===== config.mk =====
export PLATFORM = sky130hd
export DESIGN_NAME = nonce_result_arbiter
export DESIGN_NICKNAME = d
export VERILOG_FILES = /design/src/rtl/bc_pkg.sv /design/src/rtl/rr_arbiter.sv /design/src/rtl/nonce_result_arbiter.sv
export SDC_FILE = /design/constraint.sdc
export NUM_CORES = 1
export LEC_CHECK = 0
export BUFFER_PORTS_ARGS = -buffer_cell sky130_fd_sc_hd__buf_2
export CAP_MARGIN = 20
export CELL_PAD_IN_SITES_DETAIL_PLACEMENT = 0
export CELL_PAD_IN_SITES_GLOBAL_PLACEMENT = 1
export CORE_MARGIN = 10
export CORE_UTILIZATION = 48
export CTS_BUF_LIST = sky130_fd_sc_hd__clkbuf_8 sky130_fd_sc_hd__clkbuf_16
export DETAILED_ROUTE_END_ITERATION = 16
export PLACE_DENSITY = 0.85
export RECOVER_POWER = 25
export SLEW_MARGIN = 40
export SYNTH_ARGS = -nofsm -noshare
export SYNTH_HDL_FRONTEND = slang
export SYNTH_SLANG_ARGS = --single-unit

===== constraint.sdc =====
create_clock -name i_clk -period 13.7 [get_ports i_clk]
set_input_delay 2.74 -clock i_clk [delete_from_list [all_inputs] [get_ports i_clk]]
set_output_delay 2.74 -clock i_clk [all_outputs]
set_load 0.005 [all_outputs]

===== src/rtl/bc_pkg.sv =====
// Shared bcminer types: nonce/core-id widths and the result record passed to the nonce buffer.
package bc_pkg;

  localparam int unsigned NUM_CORES_DEF = 10;
  localparam int unsigned NONCE_W_DEF   = 32;
  localparam int unsigned COUNTBITS_DEF = 4;
  localparam int unsigned ID_W_DEF      = $clog2(NUM_CORES_DEF);

  typedef logic [NONCE_W_DEF-1:0] nonce_t;
  typedef logic [ID_W_DEF-1:0]    core_id_t;

  typedef struct packed {
    nonce_t   nonce;
    core_id_t id;
  } nonce_result_t;

  function automatic int unsigned sat_add(input int unsigned a, input int unsigned b,
                                          input int unsigned max_val);
    return ((a + b) > max_val) ? max_val : (a + b);
  endfunction

endpackage


===== src/rtl/rr_arbiter.sv =====
// Round-robin grant over a request vector; the search starts at an internal pointer that
// moves one past the winner whenever a grant is issued.
module rr_arbiter #(
  parameter  int unsigned NUM_CORES = 10,
  localparam int unsigned ID_W      = $clog2(NUM_CORES)
) (
  input  logic                 i_clk,
  input  logic                 i_rst,
  input  logic [NUM_CORES-1:0] i_req,
  input  logic                 i_en,
  output logic [NUM_CORES-1:0] o_gnt,
  output logic [ID_W-1:0]      o_gnt_idx,
  output logic                 o_any
);

  logic [ID_W-1:0] r_ptr;
  logic [ID_W-1:0] w_c;
  int unsigned     w_sum;

  always_comb begin
    o_gnt     = '0;
    o_gnt_idx = '0;
    o_any     = 1'b0;
    w_sum     = 0;
    w_c       = '0;
    for (int unsigned k = 0; k < NUM_CORES; k++) begin
      // r_ptr < NUM_CORES and k < NUM_CORES, so one subtraction wraps the candidate index
      w_sum = 32'(r_ptr) + k;
      w_c   = ID_W'((w_sum >= NUM_CORES) ? (w_sum - NUM_CORES) : w_sum);
      if (i_en && !o_any && i_req[w_c]) begin
        o_any      = 1'b1;
        o_gnt_idx  = w_c;
        o_gnt[w_c] = 1'b1;
      end
    end
  end

  always_ff @(posedge i_clk) begin
    if (i_rst) begin
      r_ptr <= '0;
    end else if (o_any) begin
      r_ptr <= (o_gnt_idx == ID_W'(NUM_CORES - 1)) ? '0 : o_gnt_idx + 1'b1;
    end
  end

endmodule


===== src/rtl/nonce_result_arbiter.sv =====
// Serialises golden nonces from NUM_CORES hashing cores onto the single nonce-buffer write
// port: one holding slot per core, round-robin service, flush on new block, drop counting.
module nonce_result_arbiter
  import bc_pkg::*;
#(
  parameter  int unsigned NUM_CORES = NUM_CORES_DEF,
  parameter  int unsigned NONCE_W   = NONCE_W_DEF,
  parameter  int unsigned COUNTBITS = COUNTBITS_DEF,
  localparam int unsigned ID_W      = $clog2(NUM_CORES)
) (
  input  logic                         i_clk,
  input  logic                         i_rst,
  input  logic                         i_flush,
  input  logic [NUM_CORES-1:0]         i_core_valid,
  input  logic [NUM_CORES*NONCE_W-1:0] i_core_nonce,
  output logic [NUM_CORES-1:0]         o_core_busy,
  output logic                         o_wr_valid,
  output logic [NONCE_W-1:0]           o_wr_nonce,
  output logic [ID_W-1:0]              o_wr_core,
  input  logic                         i_wr_ready,
  output logic [COUNTBITS-1:0]         o_drop_count
);

  localparam int unsigned DROP_MAX = (2 ** COUNTBITS) - 1;

  logic [NUM_CORES-1:0] r_slot_vld;
  logic [NONCE_W-1:0]   r_slot_nonce [NUM_CORES];
  logic                 r_wr_valid;
  logic [NONCE_W-1:0]   r_wr_nonce;
  logic [ID_W-1:0]      r_wr_core;
  logic [COUNTBITS-1:0] r_drop_cnt;

  logic                 w_load;
  logic                 w_gnt_en;
  logic                 w_any;
  logic [NUM_CORES-1:0] w_gnt;
  logic [ID_W-1:0]      w_gnt_idx;
  logic [NUM_CORES-1:0] w_accept;
  logic [NUM_CORES-1:0] w_drop;
  int unsigned          w_drop_num;
  logic [COUNTBITS-1:0] w_drop_next;

  // The output register refills when empty or when its current word is being taken.
  assign w_load   = !r_wr_valid || i_wr_ready;
  assign w_gnt_en = w_load && !i_flush;

  rr_arbiter #(
    .NUM_CORES (NUM_CORES)
  ) u_rr_arbiter (
    .i_clk     (i_clk),
    .i_rst     (i_rst),
    .i_req     (r_slot_vld),
    .i_en      (w_gnt_en),
    .o_gnt     (w_gnt),
    .o_gnt_idx (w_gnt_idx),
    .o_any     (w_any)
  );

  // A slot being drained this cycle can take a new nonce in the same cycle.
  assign w_accept    = i_core_valid & (~r_slot_vld | w_gnt);
  assign w_drop      = i_core_valid & r_slot_vld & ~w_gnt;
  assign o_core_busy = r_slot_vld & ~w_gnt;

  always_comb begin
    w_drop_num = 0;
    for (int unsigned i = 0; i < NUM_CORES; i++) begin
      w_drop_num = w_drop_num + 32'(w_drop[i]);
    end
  end

  assign w_drop_next = COUNTBITS'(sat_add(32'(r_drop_cnt), w_drop_num, DROP_MAX));

  always_ff @(posedge i_clk) begin
    if (i_rst) begin
      r_slot_vld <= '0;
      for (int unsigned i = 0; i < NUM_CORES; i++) begin
        r_slot_nonce[i] <= '0;
      end
    end else if (i_flush) begin
      r_slot_vld <= '0;
    end else begin
      for (int unsigned i = 0; i < NUM_CORES; i++) begin
        if (w_accept[i]) begin
          r_slot_vld[i]   <= 1'b1;
          r_slot_nonce[i] <= i_core_nonce[i*NONCE_W +: NONCE_W];
        end else if (w_gnt[i]) begin
          r_slot_vld[i] <= 1'b0;
        end
      end
    end
  end

  always_ff @(posedge i_clk) begin
    if (i_rst) begin
      r_wr_valid <= 1'b0;
      r_wr_nonce <= '0;
      r_wr_core  <= '0;
    end else if (i_flush) begin
      r_wr_valid <= 1'b0;
    end else if (w_load) begin
      r_wr_valid <= w_any;
      if (w_any) begin
        r_wr_nonce <= r_slot_nonce[w_gnt_idx];
        r_wr_core  <= w_gnt_idx;
      end
    end
  end

  // Results arriving during a flush are stale, so they are neither captured nor counted.
  always_ff @(posedge i_clk) begin
    if (i_rst) begin
      r_drop_cnt <= '0;
    end else if (!i_flush) begin
      r_drop_cnt <= w_drop_next;
    end
  end

  assign o_wr_valid   = r_wr_valid;
  assign o_wr_nonce   = r_wr_nonce;
  assign o_wr_core    = r_wr_core;
  assign o_drop_count = r_drop_cnt;

endmodule

# [Word level (Yosys, flattened, before mapping)]
# Memories as Yosys holds them, arrays and structs flattened. A register that Yosys moved wholly into a read port is not among the register bits.
# Cells that the tools add are included.
[word_totals] n_memories=1 out_inout_bits=51 regBits=23 inputBits=334 mem_bits_rw=320 wordCells=312 rom_bits=0 latchBits=0
[mem_list] memory="r_slot_nonce" words=10 word_bits=32 rd=1 rd_clocked_by_memory_dff=1 wr=10 line="nonce_result_arbiter.sv:27" text="logic [NONCE_W-1:0] r_slot_nonce [NUM_CORES];"
[classes] multipliers=0 mux=154 div_mod_pow=0 n_bitwise=27 n_reduce_logical=54 n_shift=0 addsub=30 magnitude_cmp=31 eq_ne=1
[op_table] cell="32-bit two-way mux" count=10
[op_table] cell="10-bit two-way mux" count=10
[op_table] cell="10-bit bitwise OR" count=10
[op_table] cell="1-bit two-way mux" count=92
[op_table] cell="4-bit two-way mux" count=22
[op_table] cell="4-bit by 5-bit less-than comparator with 1-bit output (second input constant)" count=10
[op_table] cell="5-bit by 4-bit >= comparator with 1-bit output (second input constant)" count=9
[op_table] cell="10-bit AND" count=4
[op_table] cell="1-bit binary-select mux with 4-bit select" count=10
[op_table] cell="1-bit demux with 4-bit select" count=10
[op_table] cell="4-bit by 1-bit >= comparator with 1-bit output (second input constant)" count=10
[op_table] cell="4-bit subtractor (second input constant)" count=10
[op_table] cell="1-bit logical AND" count=30
[op_table] cell="4-bit by 3-bit adder with 5-bit output (second input constant)" count=4
[op_table] cell="10-bit inverter" count=2
[op_table] cell="2-bit nonzero test" count=10
[op_table] cell="4-bit by 10-bit adder with 11-bit output" count=1
[op_table] cell="11-bit by 4-bit > comparator with 1-bit output (second input constant)" count=1
[op_table] cell="1-bit zero test" count=11
[op_table] cell="4-bit by 2-bit adder with 5-bit output (second input constant)" count=2
[op_table] cell="4-bit by 4-bit adder with 5-bit output (second input constant)" count=2
[op_table] cell="9-bit by 1-bit adder with 10-bit output" count=1
[op_table] cell="1-bit bitwise OR" count=10
[op_table] cell="8-bit by 1-bit adder with 9-bit output" count=1
[op_table] cell="15 further kinds" count=15

# [Logic depth before layout (Yosys ltp)]
# Gate-level depths: netlist of the first run.
[depth] depth_word=56 mapped_depth=36 mapped_depth_nobuf=29

# [Modules after synthesis]
# From an unflattened synthesis of the first run, not the netlist that was laid out.
[hier_totals] cells_unflattened=1633 area_unflattened_um2=20584.7
[modules_own_cells] mod="nonce_result_arbiter" n_inst=1 seq_area_each_um2=10630.2 cells_each=1091 area_per_inst_um2=16768.6
[modules_own_cells] mod="rr_arbiter" n_inst=1 seq_area_each_um2=80.1 cells_each=542 area_per_inst_um2=3816.2

# [Worst setup path after synthesis of the first run]
# Ideal clock, no wire load.
[synth_path] kind="in2reg" from="input i_wr_ready" to="register r_drop_cnt[2], in the netlist o_drop_count[2]" arrival_time_ns=8.113 cell_stages=24 required_time_ns=13.554 path_buffers=1 setup_time_ns=0.146 setup_slack_ns=5.441 cell_sequence="nand2b_1 > nand2_1 > clkbuf_1 > nor2_1 > a31oi_2 > o2111ai_1 > or3_1 > or4_1 > o221ai_1 > a21oi_1 > o21ai_0 > nor2_1 > fa_1 > inv_1 > fa_1 > inv_1 > fa_1 > fa_1 > inv_1 > fa_1 > nor2b_1 > o21a_1 > nor3_1 > a221oi_1"
[synth_between] elab_chain_len=54 word_cells_on_any_way=72 cone_classes="add/sub: 10; order compare: 1; mux: 20; bitwise: 11; reduce/logical: 30"
[synth_lines] item="start: declaration" line="nonce_result_arbiter.sv:20" text="input logic i_wr_ready,"
[synth_lines] item="1-bit logical OR (*)" line="nonce_result_arbiter.sv:44" text="assign w_load = !r_wr_valid || i_wr_ready;"
[synth_lines] item="1-bit logical AND (*)" line="nonce_result_arbiter.sv:45" text="assign w_gnt_en = w_load && !i_flush;"
[synth_lines] item="1-bit logical AND" line="rr_arbiter.sv:30" text="if (i_en && !o_any && i_req[w_c]) begin"
[synth_lines] item="1-bit two-way mux" line="rr_arbiter.sv:30"
[synth_lines] item="1-bit zero test" line="rr_arbiter.sv:30"
[synth_lines] item="1-bit logical AND (2 in series)" line="rr_arbiter.sv:30"
[synth_lines] item="1-bit two-way mux" line="rr_arbiter.sv:30"
[synth_lines] item="1-bit zero test" line="rr_arbiter.sv:30"
[synth_lines] item="(+37 left out)"
[synth_lines] item="5-bit by 1-bit adder with 6-bit output" line="nonce_result_arbiter.sv:67" text="w_drop_num = w_drop_num + 32'(w_drop[i]);"
[synth_lines] item="6-bit by 1-bit adder with 7-bit output" line="nonce_result_arbiter.sv:67"
[synth_lines] item="7-bit by 1-bit adder with 8-bit output" line="nonce_result_arbiter.sv:67"
[synth_lines] item="8-bit by 1-bit adder with 9-bit output" line="nonce_result_arbiter.sv:67"
[synth_lines] item="9-bit by 1-bit adder with 10-bit output (*)" line="nonce_result_arbiter.sv:67"
[synth_lines] item="4-bit by 10-bit adder with 11-bit output (*)" line="bc_pkg.sv:19" text="return ((a + b) > max_val) ? max_val : (a + b);"
[synth_lines] item="11-bit by 4-bit > comparator with 1-bit output" line="bc_pkg.sv:19"
[synth_lines] item="4-bit two-way mux (*)" line="bc_pkg.sv:19"
[synth_lines] item="end signal: assignment" line="nonce_result_arbiter.sv:114" text="r_drop_cnt <= w_drop_next;"
[synth_lines] item="end: declaration" line="nonce_result_arbiter.sv:31" text="logic [COUNTBITS-1:0] r_drop_cnt;"
# Mark *: on every way between the ends. The rest lies on a longest branch, timed or not.
# A chain may end at the register's enable or synchronous reset.

# [Final worst setup path of the first run]
[layout_path] from="register u_rr_arbiter.r_ptr[0]" to="output o_core_busy[7]"
[layout_between] elab_chain_len=44 word_cells_on_any_way=167 cone_classes="add/sub: 19; order compare: 30; mux: 69; bitwise: 11; reduce/logical: 38"
[layout_lines] item="start: declaration" line="rr_arbiter.sv:16" text="logic [ID_W-1:0] r_ptr;"
[layout_lines] item="start signal: assignment" line="rr_arbiter.sv:42" text="r_ptr <= (o_gnt_idx == ID_W'(NUM_CORES - 1)) ? '0 : o_gnt_idx + 1'b1;"
[layout_lines] item="branches (longest 41 deep; another with 4-bit by 1-bit adder with 5-bit output)"
[layout_lines] item="10-bit two-way mux (*)" line="rr_arbiter.sv:30"
[layout_lines] item="10-bit inverter (*)" line="nonce_result_arbiter.sv:62" text="assign o_core_busy = r_slot_vld & ~w_gnt;"
[layout_lines] item="10-bit AND (*)" line="nonce_result_arbiter.sv:62"
[layout_lines] item="end: declaration" line="nonce_result_arbiter.sv:16" text="output logic [NUM_CORES-1:0] o_core_busy,"
# Every way passes the cells marked *. The select of a mux whose other input is x is not followed.

==> PnR_summary.wiki, run 1 <==
{| class="wikitable"
! Metric !! Value
|-
| Mapped Cells || 1854
|-
| CP required || 10.96 ns
|-
| IO Port Bufs || 384
|-
| WHS Endpoint || o_wr_core[0]
|-
| Number of buffer and inverter instances along the worst setup path || 5
|-
| Share of the synthesized area in the top cell type || 0.463
|-
| Post-route clock period utilization || 0.781
|-
| DRC violations left || 0
|-
| Maximum single-stage delay on the critical path || 1.02 ns
|-
| Worst Path Max Fanout || 60
|-
| Antenna violations before repair || 0
|-
| Setup crit end kind || output port
|-
| Weighted congestion reported at the end of routability-driven placement || 0.982
|-
| Final sum of negative setup slack || 0 ns
|-
| Floorplan row count || 76
|-
| Final global-route overflow total || 0
|-
| Total of flip-flops plus latches after synthesis || 375
|-
| Setup CP Type || flip-flop to output port
|-
| Height of the chip || between 200 and 250 µm
|-
| Transition time of the tightest slew-check pin || approximately 3.6 ns
|-
| Post-CTS setup repair buffer count || 0
|-
| Post-Route WL || about 79000 µm
|-
| Number of global-route vias before repair || 17046
|-
| Antenna cell count || 0
|-
| Clock-pin transition on the worst setup and hold timing paths || 0.06 ns
|-
| YS warnings || 0
|-
| Reg-to-reg slack, setup || 3.16 ns
|-
| Number of hold violations in the final report || 0
|-
| Library cells used by synthesis || 96
|-
| Fraction of registers with async set/reset || 0
|-
| Most common library cell in the layout ignoring fill and taps || sky130_fd_sc_hd__buf_2
|-
| Mean area per synthesized cell || 11.2 µm²
|-
| Result of the run || finished with violations
|-
| Worst reg2reg path startpoint || u_rr_arbiter.r_ptr[0]
|-
| DP Wirelength || 60800 µm
|-
| Launch instance of the worst min-delay path || o_wr_core[0]
|-
| Kind of cell with the highest combined delay on the critical path || compound AO/OA/AOI/OAI gates
|-
| Global-route usage over all layers || 0.293
|-
| Number of cells on the worst hold path || 2
|-
| Cells taking the most area after synthesis || sky130_fd_sc_hd__edfxtp_1 46%, sky130_fd_sc_hd__and2_1 10%, sky130_fd_sc_hd__dfxtp_1 5.3%
|-
| Worst path cell trace || buf_4 -> inv_1 -> ha_1 -> inv_1 -> ha_1 -> o21ba_2 -> o22ai_1 -> o31ai_1 -> a21oi_1 -> o21ai_0 -> nand3_1 -> or3_1 -> or3_1 -> and3_1 -> a31oi_1 -> nand2b_1 -> inv_1 -> buf_2
|-
| Total area of multi-input combinational cells || between 9000 and 10000 µm²
|-
| Skew-Pair Late Insertion Delay || roughly 0.56 ns
|-
| FF+latch area || about 11000 µm²
|-
| Routed WL per cell || 28.2 µm
|-
| Final setup violating endpoints || 0
|-
| Netlist area before placement || 20700 µm²
|-
| CP arrival || 7.96 ns
|-
| Number of filler instances in the final layout || 3723
|-
| Routed Antenna Nets || 0
|-
| First-pass GRT wire length || 114000 µm
|-
| Maximum clock insertion buffer count || 3
|-
| Setup repair after global routing missed its margin || false
|-
| Number of levels in the clock H-tree || 2
|-
| Fin crit period || 10.70 ns
|-
| Layout cell share with drive strength beyond 1 || 0.231
|-
| Most instantiated flip-flop cell in the synthesis netlist || sky130_fd_sc_hd__edfxtp_1
|-
| PostCTS Resize Cnt || 0
|-
| Min-delay worst type || flip-flop to flip-flop
|-
| Net total in the final layout || 2561
|-
| Clock tree root buffer cell || sky130_fd_sc_hd__clkbuf_16
|-
| Die area || 51900 µm²
|-
| Mean number of vias per cell || just over 6
|-
| Net Count, Synth || 2223
|-
| Reg2Reg Capture Point || o_wr_nonce[8]
|-
| TritonCTS sink count || about 380
|-
| Violations in the final reports || max-capacitance violations, max-slew violations
|-
| Max stage delay cell, worst path || sky130_fd_sc_hd__a31oi_1
|-
| Iteration-0 DRC count of the detailed router || roughly 2000
|-
| Worst Reg2Reg Path Length in Cells || 18
|-
| Post-synthesis sequential area ratio || 0.517
|-
| Overall via count from detail_route || about 17000
|-
| Clock Skews || 0.0187 ns
|-
| Launching element type of the critical path || flip-flop
|-
| Number of enable-type register cells in the synthesized netlist || 320
|-
| Layout-stage area growth over the synthesis result || 18.0%
|-
| X dimension of the die || 228 µm
|-
| Number of maximum-capacitance constraint violations || 5
|-
| Pin count of the biggest net entering global routing || 139
|-
| Initial Utilization || 0.483
|-
| Top library cells by usage in the layout, fill and taps aside || 346 x sky130_fd_sc_hd__buf_2, 320 x sky130_fd_sc_hd__edfxtp_1, 307 x sky130_fd_sc_hd__and2_1
|-
| Drt pass-1 iters || 8
|-
| Area of the core || 42900 µm²
|-
| Normalized max-slew margin || -1.42
|-
| Cell type with the highest aggregate area in the netlist || sky130_fd_sc_hd__edfxtp_1
|-
| I/O pin count || 385
|-
| Number of hold-repair buffers added at the cts stage || 0
|-
| Number of pins with negative max-slew slack in the final report || 132
|-
| Number of buffers created by CTS || 41
|-
| CTS tree || done
|-
| Cell seen most often among critical-path stages || sky130_fd_sc_hd__inv_1
|-
| Max Clock Freq || 93.5 MHz
|}
==> worst max-delay path by stage <==
| stage | slack [ns] | cells past startpoint | startpoint | endpoint |
|---|---|---|---|---|
| after CTS | 3.89 | 18 | u_rr_arbiter.r_ptr[0] | o_core_busy[7] |
| after global routing | 2.55 | 18 | u_rr_arbiter.r_ptr[0] | o_core_busy[7] |
| after floorplan | 5.44 | 24 | i_wr_ready | o_drop_count[2] |
| after detailed placement | 3.90 | 26 | i_flush | o_drop_count[2] |
| final | 3.00 | 18 | u_rr_arbiter.r_ptr[0] | o_core_busy[7] |
| after global placement | 3.94 | 15 | i_flush | o_core_busy[7] |
==> cell usage after synthesis (all sizes together) (9+ instances only) <==
library cell  number
a2111oi            9
a211oi            18
a21o              30
a21oi             64
a221oi            59
a22o              21
a22oi             19
a31o              13
a31oi             27
and2             338
and3              14
buf               52
clkbuf            72
dfxtp             55
edfxtp           320
ha                27
inv               41
mux2              22
mux2i            110
nand2             81
nand2b            15
nand3             24
nand4             10
nor2              98
nor2b             20
nor3              26
nor3b             10
nor4               9
o211ai            12
o21ai             36
o21bai            21
o221ai            26
o2bb2ai           10
or3                9
xnor2             17
==> flip-flops by register name, summed over array words and instances (netlist names) <==
name                count
r_slot_nonce          320
o_wr_nonce             32
r_slot_vld             10
o_drop_count            4
o_wr_core               4
u_rr_arbiter.r_ptr      4
o_wr_valid              1
==> area by class of cell <==
class                           count  area share
Clock inverter                     32      0.0103
Multi-Input combinational cell   1314       0.385
Clock buffer                       42      0.0425
Inverter                           41     0.00629
Sequential cell                   375       0.438
Timing Repair Buffer              419      0.0884
Tap cell                          585      0.0299
==> per-layer routing <==
metal,vias to the layer above,part of all wire,GRT usage
met5,-,0,0
met4,0,0.044,0.124
li1,7651,-,-
met3,142,0.074,0.0503
met2,863,0.50,0.501
met1,8481,0.38,0.361
==> worst min-delay path: stages, from the launching register on <==
cell,delay (ns)
sky130_fd_sc_hd__dfxtp_1,0.31
sky130_fd_sc_hd__nand2_1,0.05
sky130_fd_sc_hd__a21oi_1,0.05
==> metrics by stage <==
stage	worst slack, ns	utilization	cell area, µm²	cells	hold slack [ns]
6_report	3.00	0.570	24500	2808	0.461
3_5_place_dp	3.90	0.543	23300	2733	0.453
4_1_cts	3.89	0.573	24600	2807	0.460
2_1_floorplan	5.44	-	20700	1854	0.453
3_3_place_gp	3.94	0.540	23100	2728	0.450
5_1_grt	2.55	0.570	24500	2808	0.494
==> logic make-up (layout without fill, tap and decap cells) <==
kind of cell / count (synthesis) / in the layout / synth area share
mux: 135 / 135 / 0.0683
flops: 375 / 375 / 0.517
compound gates: 435 / 435 / 0.160
fa+ha+maj: 35 / 35 / 0.0240
buf+inv: 165 / 534 / 0.0348
xor+xnor: 20 / 20 / 0.00881
simple gates: 689 / 689 / 0.187
Power of run 1 is left out: the tool's default activity adds up to more than one toggle a clock period on the data nets, which glitch-free logic cannot reach.
==> inputs of run 2 (changes only) <==
- CORE_UTILIZATION: 48 -> 44
- PLACE_DENSITY: 0.85 -> 0.79
- clock period: 13.7 -> 10.84 ns (I/O delays scaled with it)
==> PnR_summary.wiki, run 2 (same netlist as run 1, synthesis figures left out) <==
{| class="wikitable"
! Metric !! Value
|-
| Result of the run || finished with violations
|-
| Violations in the final reports || max-capacitance violations, max-slew violations
|-
| Layout-stage area growth over the synthesis result || 18.4%
|-
| Number of flip-flops in the largest register || 320 (unchanged)
|-
| CP required || 11.23 ns (+0.27 ns)
|-
| Final global-route overflow total || 0 (unchanged)
|-
| Final sum of negative setup slack || 0 ns (unchanged)
|-
| Drt pass-1 iters || 6 (-2)
|-
| Maximum clock insertion buffer count || 3 (unchanged)
|-
| Max stage delay cell, worst path || sky130_fd_sc_hd__dfxtp_1
|-
| IO Port Bufs || 384 (unchanged)
|-
| Clock-pin transition on the worst setup and hold timing paths || 0.06 ns (about the same)
|-
| Overall via count from detail_route || 17064 (-0.43%)
|-
| Number of pins with negative max-slew slack in the final report || 214 (+62%)
|-
| Normalized max-slew margin || -0.649 (+0.769)
|-
| Min-delay worst type || flip-flop to flip-flop
|-
| Maximum single-stage delay on the critical path || 0.97 ns (-0.05 ns)
|-
| Die area || 56200 µm² (+8.3%)
|-
| DP Wirelength || 64700 µm (+6.4%)
|-
| Number of buffers created by CTS || 41 (unchanged)
|-
| Register with the most flip-flops || r_slot_nonce
|-
| Max Clock Freq || 106 MHz
|-
| Routed Antenna Nets || 0 (unchanged)
|-
| Fin crit period || 9.46 ns
|-
| Layout cell share with drive strength beyond 1 || 0.232 (+0.00165)
|-
| TritonCTS sink count || 375 (unchanged)
|-
| Most common library cell in the layout ignoring fill and taps || sky130_fd_sc_hd__buf_2
|-
| Top library cells by usage in the layout, fill and taps aside || 350 x sky130_fd_sc_hd__buf_2, 320 x sky130_fd_sc_hd__edfxtp_1, 308 x sky130_fd_sc_hd__and2_1
|-
| Launching element type of the critical path || flip-flop
|-
| Area of the core || 46600 µm² (+8.6%)
|-
| Floorplan row count || 79 (+3.9%)
|-
| Clock Skews || 0.0170 ns (-0.00170 ns)
|-
| Number of maximum-capacitance constraint violations || 6 (+1)
|-
| Transition time of the tightest slew-check pin || 2.47 ns (-1.12 ns)
|-
| Final setup violating endpoints || 0 (unchanged)
|-
| Skew-Pair Late Insertion Delay || 0.56 ns (about the same)
|-
| Weighted congestion reported at the end of routability-driven placement || 0.955 (-2.8%)
|-
| Number of hold-repair buffers added at the cts stage || 0 (unchanged)
|-
| Setup CP Type || flip-flop to flip-flop
|-
| Post-Route WL || 83500 µm (+5.5%)
|-
| X dimension of the die || 237 µm (+4.1%)
|-
| Number of levels in the clock H-tree || 2 (unchanged)
|-
| Number of global-route vias before repair || 17293 (+1.4%)
|-
| Antenna violations before repair || 4 (+4)
|-
| Number of hold violations in the final report || 0 (unchanged)
|-
| Setup repair after global routing missed its margin || false
|-
| DRC violations left || 0 (unchanged)
|-
| Mean number of vias per cell || 6.00 (-1.6%)
|-
| Initial Utilization || 0.445 (-0.0381)
|-
| CTS tree || done
|-
| CP arrival || 9.85 ns (+1.89 ns)
|-
| Iteration-0 DRC count of the detailed router || 1593 (-21%)
|-
| Routed WL per cell || 29.4 µm (+4.2%)
|-
| Clock tree root buffer cell || sky130_fd_sc_hd__clkbuf_16
|-
| I/O pin count || 385 (unchanged)
|-
| Setup crit end kind || flip-flop
|-
| Net total in the final layout || 2570 (+0.35%)
|-
| Pin count of the biggest net entering global routing || 74 (-47%)
|-
| Post-route clock period utilization || 0.872
|-
| Global-route usage over all layers || 0.286 (-0.00778)
|-
| Height of the chip || 237 µm (+4.1%)
|-
| First-pass GRT wire length || 119000 µm (+4.3%)
|-
| Post-CTS setup repair buffer count || 0 (unchanged)
|-
| PostCTS Resize Cnt || 0 (unchanged)
|-
| Worst Path Max Fanout || 27 (-55%)
|}
==> run 2: cell count changes in the layout (fill, tap and decap cells not counted), moves of 3 or more <==
cell	previous run	this run
sky130_fd_sc_hd__clkbuf_1	44	41
sky130_fd_sc_hd__inv_1	40	49
sky130_fd_sc_hd__o21ai_0	28	25
sky130_fd_sc_hd__buf_4	25	34
sky130_fd_sc_hd__buf_2	346	350
sky130_fd_sc_hd__clkinv_2	15	7
==> run 2: per-stage QoR <==
| step | std cells | area, µm² | setup slack, ns | hold slack, ns | util |
|---|---|---|---|---|---|
| 6_report | 2842 | 24600 | 1.38 | 0.463 | 0.527 |
| 5_1_grt | 2841 | 24600 | 0.864 | 0.492 | 0.527 |
| 4_1_cts | 2840 | 24700 | 2.01 | 0.461 | 0.530 |
| 3_5_place_dp | 2765 | 23400 | 1.49 | 0.453 | 0.502 |
| 3_3_place_gp | 2760 | 23200 | 1.59 | 0.445 | 0.499 |
| 2_1_floorplan | 1854 | 20700 | 2.74 | 0.453 | - |
==> run 2: final timing paths <==
check	start	endpoint	slack, ns	cells past startpoint
worst max-delay path	u_rr_arbiter.r_ptr[1]	o_drop_count[2]	1.38	29
worst min-delay path	o_wr_core[2]	o_wr_core[2]	0.46	2
worst min register to register	o_wr_core[2]	o_wr_core[2]	0.46	2
worst max register to register	u_rr_arbiter.r_ptr[1]	o_drop_count[2]	1.38	29
==> run 2: critical path: cells and delay by family (launching register included) <==
family          cells  cell delay (ns)
buf+inv             5             0.49
simple gates        7             1.97
xor+xnor            1             0.42
fa+ha+maj           7             2.81
compound gates      9             2.65
flops               1             0.97
==> run 2: metal layers <==
metal  vias to the layer above  wire (µm)  GRT usage
met5                         -          0          0
met3                       112       5700     0.0534
li1                       7680          -          -
met2                       768      41800      0.494
met1                      8504      32700      0.346
met4                         0       3310      0.110
==> run 2: layout make-up <==
type	instances	area, µm²
tap	607	759
fill	4158	22000
timing repair buffer	428	2200
clock buffer	41	1030
clock inverter	34	267
antenna	2	5.00
sequential	375	10700
inverter	41	154
multi-input combinational	1314	9440
Power of run 2 is left out for the same reason.
